### src/rtl/sample_feeder.sv
// sample_feeder: buffers (input, target) sample pairs written from the pins and
// replays them one per next_i pulse for a programmed number of epochs.
module sample_feeder #(
  parameter int unsigned DEPTH = 8,
  parameter int unsigned X_W   = 4,
  parameter int unsigned T_W   = 4,
  localparam int unsigned IW   = $clog2(DEPTH),
  localparam int unsigned CW   = IW + 1
) (
  input  logic               clk_i,
  input  logic               rst_i,
  input  logic               en_i,
  input  logic               clear_i,
  input  logic               wr_valid_i,
  input  logic [X_W+T_W-1:0] wr_data_i,
  output logic               wr_ready_o,
  input  logic               start_i,
  input  logic [7:0]         epochs_i,
  input  logic               next_i,
  output logic [X_W-1:0]     x_o,
  output logic [T_W-1:0]     target_o,
  output logic               sample_valid_o,
  output logic [IW-1:0]      sample_idx_o,
  output logic [7:0]         epoch_o,
  output logic [CW-1:0]      count_o,
  output logic               done_o,
  output logic               overflow_o
);

  localparam logic [CW-1:0] DepthC = CW'(DEPTH);

  typedef enum logic [1:0] {StIdle, StRun, StDone} state_e;

  state_e               state_q;
  logic [X_W+T_W-1:0]   mem_q [DEPTH];
  logic [CW-1:0]        count_q;
  logic [IW-1:0]        idx_q;
  logic [7:0]           epoch_q;
  logic [7:0]           epochs_q;
  logic                 overflow_q;
  logic [X_W-1:0]       x_q;
  logic [T_W-1:0]       target_q;

  logic                 start_ok;
  logic                 wr_ok;
  logic                 last_idx;
  logic                 last_epoch;
  logic [IW-1:0]        idx_inc;
  logic [X_W+T_W-1:0]   rd_first;
  logic [X_W+T_W-1:0]   rd_next;

  // Acceptance decodes and read ports for the next sample.
  always_comb begin
    // Start is judged on the pre-write count; an accepted start swallows a same-cycle write.
    start_ok   = en_i & start_i & ~clear_i & (state_q != StRun) &
                 (count_q != '0) & (epochs_i != 8'd0);
    wr_ready_o = en_i & (state_q == StIdle) & (count_q < DepthC);
    wr_ok      = wr_ready_o & wr_valid_i & ~clear_i & ~start_ok;
    last_idx   = ({1'b0, idx_q} == (count_q - CW'(1)));
    // Terminal compare happens before any increment, so epoch_q never wraps.
    last_epoch = (epoch_q == (epochs_q - 8'd1));
    idx_inc    = idx_q + IW'(1);
    rd_first   = mem_q[0];
    rd_next    = mem_q[idx_inc];
  end

  // Sample storage; not cleared by reset or clear_i.
  always_ff @(posedge clk_i) begin
    if (!rst_i && wr_ok) begin
      mem_q[count_q[IW-1:0]] <= wr_data_i;
    end
  end

  // Control FSM with registered sample outputs.
  always_ff @(posedge clk_i) begin
    if (rst_i) begin
      state_q    <= StIdle;
      count_q    <= '0;
      idx_q      <= '0;
      epoch_q    <= 8'd0;
      epochs_q   <= 8'd0;
      overflow_q <= 1'b0;
      x_q        <= '0;
      target_q   <= '0;
    end else if (en_i) begin
      if (clear_i) begin
        state_q    <= StIdle;
        count_q    <= '0;
        idx_q      <= '0;
        epoch_q    <= 8'd0;
        overflow_q <= 1'b0;
        x_q        <= '0;
        target_q   <= '0;
      end else if (start_ok) begin
        state_q  <= StRun;
        epochs_q <= epochs_i;
        idx_q    <= '0;
        epoch_q  <= 8'd0;
        x_q      <= rd_first[X_W-1:0];
        target_q <= rd_first[X_W +: T_W];
      end else begin
        case (state_q)
          StIdle: begin
            if (wr_valid_i) begin
              if (wr_ok) begin
                count_q <= count_q + CW'(1);
              end else begin
                overflow_q <= 1'b1;
              end
            end
          end
          StRun: begin
            if (next_i) begin
              if (!last_idx) begin
                idx_q    <= idx_inc;
                x_q      <= rd_next[X_W-1:0];
                target_q <= rd_next[X_W +: T_W];
              end else if (!last_epoch) begin
                idx_q    <= '0;
                epoch_q  <= epoch_q + 8'd1;
                x_q      <= rd_first[X_W-1:0];
                target_q <= rd_first[X_W +: T_W];
              end else begin
                state_q  <= StDone;
                idx_q    <= '0;
                x_q      <= '0;
                target_q <= '0;
              end
            end
          end
          default: ;
        endcase
      end
    end
  end

  assign x_o            = x_q;
  assign target_o       = target_q;
  assign sample_valid_o = (state_q == StRun);
  assign done_o         = (state_q == StDone);
  assign sample_idx_o   = idx_q;
  assign epoch_o        = epoch_q;
  assign count_o        = count_q;
  assign overflow_o     = overflow_q;

endmodule

### config.mk
export PLATFORM = sky130hd
export DESIGN_NAME = sample_feeder
export DESIGN_NICKNAME = d
export VERILOG_FILES = /design/src/rtl/sample_feeder.sv
export SDC_FILE = /design/constraint.sdc
export NUM_CORES = 1
export LEC_CHECK = 0
export CAP_MARGIN = 30
export CORE_MARGIN = 4
export CORE_UTILIZATION = 55
export CTS_CLUSTER_DIAMETER = 60
export CTS_CLUSTER_SIZE = 8
export DETAILED_ROUTE_END_ITERATION = 6
export GPL_TIMING_DRIVEN = 0
export PLACE_DENSITY = 0.78
export SLEW_MARGIN = 10
export SYNTH_ARGS = -nofsm -noshare
export SYNTH_HDL_FRONTEND = slang
export SYNTH_SLANG_ARGS = --single-unit
export TNS_END_PERCENT = 5
### constraint.sdc
create_clock -name clk_i -period 3.3 [get_ports clk_i]
set_clock_uncertainty 0.15 [all_clocks]
set_input_delay 0.66 -clock clk_i [delete_from_list [all_inputs] [get_ports clk_i]]
set_output_delay 0.66 -clock clk_i [all_outputs]
set_load 0.01 [all_outputs]
==> results.rst, run 1 <==
.. list-table::
   :header-rows: 1

   * - Metric
     - Value
   * - Outcome
     - completed
   * - Leakage power summed over all cells
     - 1.80 nW
   * - Final Critical Period
     - 3.26 ns
   * - Via Count
     - 3049
   * - Pwr Total
     - 2.28 mW
   * - Mapped Cells
     - 345
   * - Crit Path Max Fanout
     - 10
   * - Total instance count after detailed placement
     - 496
   * - Worst path required time
     - 3.38 ns
   * - Power density over the cells
     - 433 mW/mm2
   * - GRT Total Usage
     - 0.211
   * - Final routed wirelength across all metal layers
     - 9770 um
   * - DRC viols
     - 0
   * - Starting density of the core
     - 0.568
   * - Number of vias per cell
     - 5.96
   * - DIE HEIGHT
     - 97.3 um
   * - Nets
     - 433
   * - Maximum ir drop on the vdd rail
     - 0.462 mV
   * - Setup Viol. Count Final
     - 0
   * - Primary FF master, synth
     - edfxtp_1
   * - Setup crit start kind
     - flop
   * - CTS tree
     - done
   * - Part of the Yosys area used for sequential elements
     - 0.593
   * - Maximum achievable frequency
     - 307 MHz
   * - Critical path buffers and inverters
     - 2
   * - Number of cells in the finished layout apart from fillers
     - 512
   * - Number of global-route vias before repair
     - 3030
   * - FF+latch count, synth
     - 98
   * - Arrival @ worst endpoint
     - 3.34 ns
   * - Cell taking the most area after synthesis
     - edfxtp_1
   * - Cell at the root of the clock tree
     - clkbuf_8
   * - Number of design-rule violations left by the first detailed-router iteration
     - 160
   * - Port-buffer cells
     - 48
   * - Fraction of registers with async set/reset
     - 0
   * - Maximum number of pins on one net before global-route repair
     - 18
   * - Crit Path Class
     - reg -> reg
   * - Net count after synthesis
     - 373
   * - Number of unique standard cell types used by synthesis
     - 50
   * - Worst slew margin relative to its limit
     - 0.396
   * - Number of nets still failing antenna checks after routing
     - 0
   * - GRT Residual Overflow
     - 0
   * - Cell Area, Synth
     - 0.00439 mm2
   * - Clock sink count
     - 98
   * - Half-perimeter wire length after detailed placement
     - 6770 um
   * - H-tree depth
     - 3
   * - Number of cells on the worst reg-to-reg path
     - 8
   * - I/O pin count
     - 50
   * - Internal reg-to-reg setup slack
     - 0.04 ns
   * - Count of flip-flops with a built-in enable after synthesis
     - 64
   * - Post-detailed-route wirelength per cell
     - 19.1 um
   * - Worst stage delay on the critical path
     - 0.61 ns
   * - Final Max Slew Viols
     - 0
   * - Total number of yosys warnings
     - 0
   * - Avg Synthesized Cell Area
     - 12.7 um2
   * - Drt first pass iters
     - 4
   * - Post-route core utilization
     - 0.682
   * - Core region area
     - 0.00773 mm2
   * - Crit-path cells
     - ha_1, clkbuf_1, clkbuf_1, mux4_2, mux2i_1, nor3_1, a221oi_1, nor2_1
   * - Number of antenna violations at the first check in global routing
     - 0
   * - Summed negative setup slack over all endpoints
     - 0 ns
   * - Count of maximum capacitance violations
     - 0
   * - Area growth, synth to finish
     - 20.0%
   * - Num CTS Buffers
     - 9
   * - Final period utilization
     - 0.987
   * - Clock Path Buffers
     - 2
   * - Least-Margin Pin Slew
     - 0.902 ns
   * - Worst hold path depth
     - 2
   * - Count of endpoints failing hold in the final timing report
     - 0
   * - Synth area leaders
     - edfxtp_1 (44%), dfxtp_1 (16%), mux4_2 (8.2%)
   * - Antenna diodes
     - 0
   * - Share of the synthesized area in the top cell type
     - 0.438
   * - Proportion of layout cells with a drive suffix above 1
     - 0.149
   * - Reg clk slew, reported paths
     - 0.10 ns
   * - Number of logic stages on the critical path including buffering
     - 8
   * - Unrepaired setup endpoints after global routing
     - yes
   * - Rows
     - 32
   * - Classification of the worst-slack hold path
     - reg -> reg
   * - CP dominant cell by count
     - clkbuf_1
   * - Die Wd
     - 97.3 um
   * - Clock latency reported for the late side of the worst-skew pair
     - 0.36 ns
   * - Die area
     - 0.00947 mm2
   * - Worst setup EP type
     - flop
   * - Global-route wire length before repair
     - 15600 um
   * - Top delay family on crit path
     - buffers and inverters
   * - Slowest stage cell, crit path
     - clkbuf_1
   * - Routability congestion estimate
     - 0.876
## synthesized netlist by cell type, drive strengths merged, types with 7 or more instances
library cell / n
mux2i: 10
a221oi: 8
nand2: 24
nor3: 8
clkbuf: 12
o21ai: 14
a21oi: 12
nor2: 34
mux4: 16
edfxtp: 64
dfxtp: 34
inv: 12
xor2: 9
xnor2: 7
## through the flow
stage	cell area, um2	worst slack, ns	hold slack, ns
after detailed placement	5010	-0.598	0.324
final	5270	0.0420	0.329
after global routing	5270	-0.227	0.350
after global placement	5000	-0.754	0.318
after CTS	5220	-0.0272	0.337
after floorplan	4390	0.213	0.335
## layout make-up
cell class / count / area [um2]
multi-input combinational: 217 / 1710
sequential: 98 / 2600
clock buffer: 9 / 124
buffer: 17 / 87.6
timing repair buffer: 50 / 493
fill: 579 / 2460
tap: 102 / 128
clock inverter: 7 / 76.3
inverter: 12 / 45.0
## worst register-to-register path, cell delays in order (launching register included)
cell	delay [ns]
dfxtp_1	0.37
ha_1	0.28
clkbuf_1	0.51
clkbuf_1	0.61
mux4_2	0.60
mux2i_1	0.19
nor3_1	0.09
a221oi_1	0.25
nor2_1	0.07
## state kept, by name, summed over array words and instances, names as in the netlist
signal and flops:
mem_q 64, epoch_o 8, epochs_q 8, count_o 4
target_o 4, x_o 4, sample_idx_o 3, state_q 2
overflow_o 1
## per-layer routing
metal | vias up | part of all wire | track usage
met4 | 0 | 0.015 | 0.0660
met5 | - | 0 | 0
met1 | 1509 | 0.42 | 0.267
met2 | 98 | 0.51 | 0.365
li1 | 1427 | - | -
met3 | 15 | 0.060 | 0.0452
## placed cells by master (no fill, tap or decap), types with 7 or more instances in the layout
cell type and instances:
a21oi_1 11, a221oi_1 8, clkbuf_1 9, clkbuf_8 9, clkdlybuf4s50_1 48, dfxtp_1 33
edfxtp_1 64, inv_1 12, mux2i_1 10, mux4_2 16, nand2_1 24, nor2_1 30
nor3_1 7, o21ai_0 14, xnor2_1 7, xor2_1 9
## worst paths after layout
| path | end | start |
|---|---|---|
| worst max-delay path | x_o[3] | sample_idx_o[1] |
| worst max register to register | x_o[3] | sample_idx_o[1] |
| worst min-delay path | target_o[2] | target_o[2] |
| worst min register to register | target_o[2] | target_o[2] |
## logic make-up (layout without fill, tap and decap cells)
kind of cell	count (synthesis)	count (layout)	synth area share
AND/OR/NAND/NOR	106	106	0.119
flip-flops	98	98	0.593
AO/OA/AOI/OAI	58	58	0.0918
multiplexers	32	32	0.120
buffers and inverters	30	95	0.0299
XOR/XNOR	16	16	0.0319
adder cells (fa/ha/maj)	5	5	0.0143
## timing repair
item	in CTS	in global routing
endpoints found under the setup margin	44	76
gates resized for setup	4	15
pin swaps	1	1
setup buffers	1	0
hold buffers	0	0
hold endpoints to repair	0	0
## power breakdown
group	internal (mW)	switching (mW)
registers	1.31	0.00914
logic	0.0843	0.0917
clock network	0.357	0.425
total	1.76	0.526
No activity file was read; power rests on OpenSTA's default activity.
==> inputs of run 2 (changes only) <==
- MAX_ROUTING_LAYER: not set -> met4
==> run 2 against run 1 <==
  * Via count is essentially flat
  * Final cell count is the same
  * Die area did not move
  * Clock power about the same
  * Critical path depth stayed put
  * Sequential cell count unchanged
  * Maximum frequency about the same
  * Critical path type unchanged
  * Highest routed layer unchanged
==> results.rst, run 2 (same netlist as run 1, synthesis figures left out) <==
.. list-table::
   :header-rows: 1

   * - Metric
     - Value
   * - Unrepaired setup endpoints after global routing
     - yes
   * - Port-buffer cells
     - 48
   * - Number of nets still failing antenna checks after routing
     - 0
   * - Count of endpoints failing hold in the final timing report
     - 0
   * - Post-route core utilization
     - 0.682
   * - Final routed wirelength across all metal layers
     - 9760 um
   * - Startpoint of the worst-slack reg-to-reg timing path
     - sample_idx_o[1]
   * - Reg clk slew, reported paths
     - 0.10 ns
   * - Clock Path Buffers
     - 2
   * - Nets
     - 433
   * - Num CTS Buffers
     - 9
   * - Maximum number of pins on one net before global-route repair
     - 18
   * - Number of flip-flops under the largest register name
     - 64
   * - Final period utilization
     - 0.988
   * - Final Critical Period
     - 3.26 ns
   * - Proportion of layout cells with a drive suffix above 1
     - 0.149
   * - Drt first pass iters
     - 4
   * - Starting density of the core
     - 0.568
   * - Least-Margin Pin Slew
     - 0.894 ns
   * - Classification of the worst-slack hold path
     - reg -> reg
   * - Crit Path Max Fanout
     - 10
   * - Leakage power summed over all cells
     - 1.80 nW
   * - DRC viols
     - 0
   * - Routability congestion estimate
     - 0.890
   * - Outcome
     - completed
   * - GRT Total Usage
     - 0.217
   * - Half-perimeter wire length after detailed placement
     - 6770 um
   * - Leading cell types in the layout, fill and taps excluded
     - edfxtp_1 (64), clkdlybuf4s50_1 (48), dfxtp_1 (33), nor2_1 (30), nand2_1 (24)
   * - CTS tree
     - done
   * - Rows
     - 32
   * - Total instance count after detailed placement
     - 496
   * - GRT Residual Overflow
     - 0
   * - Worst Setup SP
     - sample_idx_o[1]
   * - Final Max Slew Viols
     - 0
   * - Number of vias per cell
     - 5.95
   * - Worst slew margin relative to its limit
     - 0.402
   * - Worst setup EP type
     - flop
   * - Setup crit start kind
     - flop
   * - Global-route wire length before repair
     - 15600 um
   * - Number of design-rule violations left by the first detailed-router iteration
     - 169
   * - Clock sink count
     - 98
   * - Smallest setup slack after layout
     - 0.0408 ns
   * - Arrival @ worst endpoint
     - 3.34 ns
   * - Antenna diodes
     - 0
   * - I/O pin count
     - 50
   * - Setup Viol. Count Final
     - 0
   * - Core region area
     - 0.00773 mm2
   * - Internal reg-to-reg setup slack
     - 0.04 ns
   * - Worst path required time
     - 3.38 ns
   * - Number of cells in the finished layout apart from fillers
     - 512
   * - Number of antenna violations at the first check in global routing
     - 0
   * - Most common cell after layout, fill and taps aside
     - edfxtp_1
   * - Via Count
     - 3047
   * - Area growth, synth to finish
     - 20.0%
   * - Maximum achievable frequency
     - 307 MHz
   * - Cell at the root of the clock tree
     - clkbuf_8
   * - Number of global-route vias before repair
     - 3022
   * - Die area
     - 0.00947 mm2
   * - H-tree depth
     - 3
   * - R2R Path End
     - x_o[3]
   * - Number of cells on the worst reg-to-reg path
     - 8
   * - Crit Path Class
     - reg -> reg
   * - Die Wd
     - 97.3 um
   * - Post-detailed-route wirelength per cell
     - 19.1 um
   * - Capturing element of the worst setup path
     - x_o[3]
   * - Count of maximum capacitance violations
     - 0
   * - Power density over the cells
     - 433 mW/mm2
   * - Pre-CTS setup slack
     - -0.598 ns
   * - DIE HEIGHT
     - 97.3 um
   * - Summed negative setup slack over all endpoints
     - 0 ns
   * - Clock latency reported for the late side of the worst-skew pair
     - 0.36 ns
   * - Maximum ir drop on the vdd rail
     - 0.460 mV
   * - Hold_buf cts
     - 0
-- run 2: cell counts in the layout (fill, tap and decap cells not counted) --
No cell type changed its count.
-- run 2: cell type report --
class / instances / area [um2]
Clock inverter: 7 / 76.3
Clock buffer: 9 / 124
Tap cell: 102 / 128
Sequential cell: 98 / 2600
Multi-Input combinational cell: 217 / 1710
Inverter: 12 / 45.0
Fill cell: 579 / 2460
Timing Repair Buffer: 50 / 493
Buffer: 17 / 87.6
-- run 2: critical path, stage by stage (launching register included) --
cell      delay, ns
dfxtp_1        0.37
ha_1           0.28
clkbuf_1       0.52
clkbuf_1       0.60
mux4_2         0.59
mux2i_1        0.18
nor3_1         0.09
a221oi_1       0.25
nor2_1         0.08
-- run 2: metal layers --
layer  track usage  share of wire
met3        0.0438          0.055
met5             -              0
met4        0.0660          0.013
met1         0.269           0.42
met2         0.365           0.51
-- run 2: repair_timing --
action	in CTS	in global routing
gates resized for setup	4	15
pin swaps	1	1
endpoints found under the setup margin	44	76
buffers inserted	1	0
-- run 2: worst min path at each step --
stage           startpoint     endpoint  slack [ns]  depth (start not counted)
5_1_grt             x_o[2]       x_o[2]        0.35                          2
6_report       target_o[2]  target_o[2]        0.33                          2
2_1_floorplan  epochs_q[7]  epochs_q[7]        0.34                          2
3_5_place_dp        x_o[2]       x_o[2]        0.32                          2
3_3_place_gp   target_o[2]  target_o[2]        0.32                          2
4_1_cts             x_o[2]       x_o[2]        0.34                          2
-- run 2: power by group --
group | total, mW | internal, mW | switching, mW | leakage (nW)
Clock | 0.780 | 0.357 | 0.423 | 0.102
Sequential | 1.32 | 1.31 | 0.00914 | 0.852
Combinational | 0.176 | 0.0843 | 0.0920 | 0.851
-- run 2: per-stage QoR --
step | cell area (um2) | power (mW) | hold slack [ns]
after floorplan | 4390 | 1.44 | 0.335
after global placement | 5000 | 1.52 | 0.318
after detailed placement | 5010 | 1.52 | 0.324
after CTS | 5220 | 2.29 | 0.337
after global routing | 5270 | 2.37 | 0.350
final | 5270 | 2.28 | 0.330
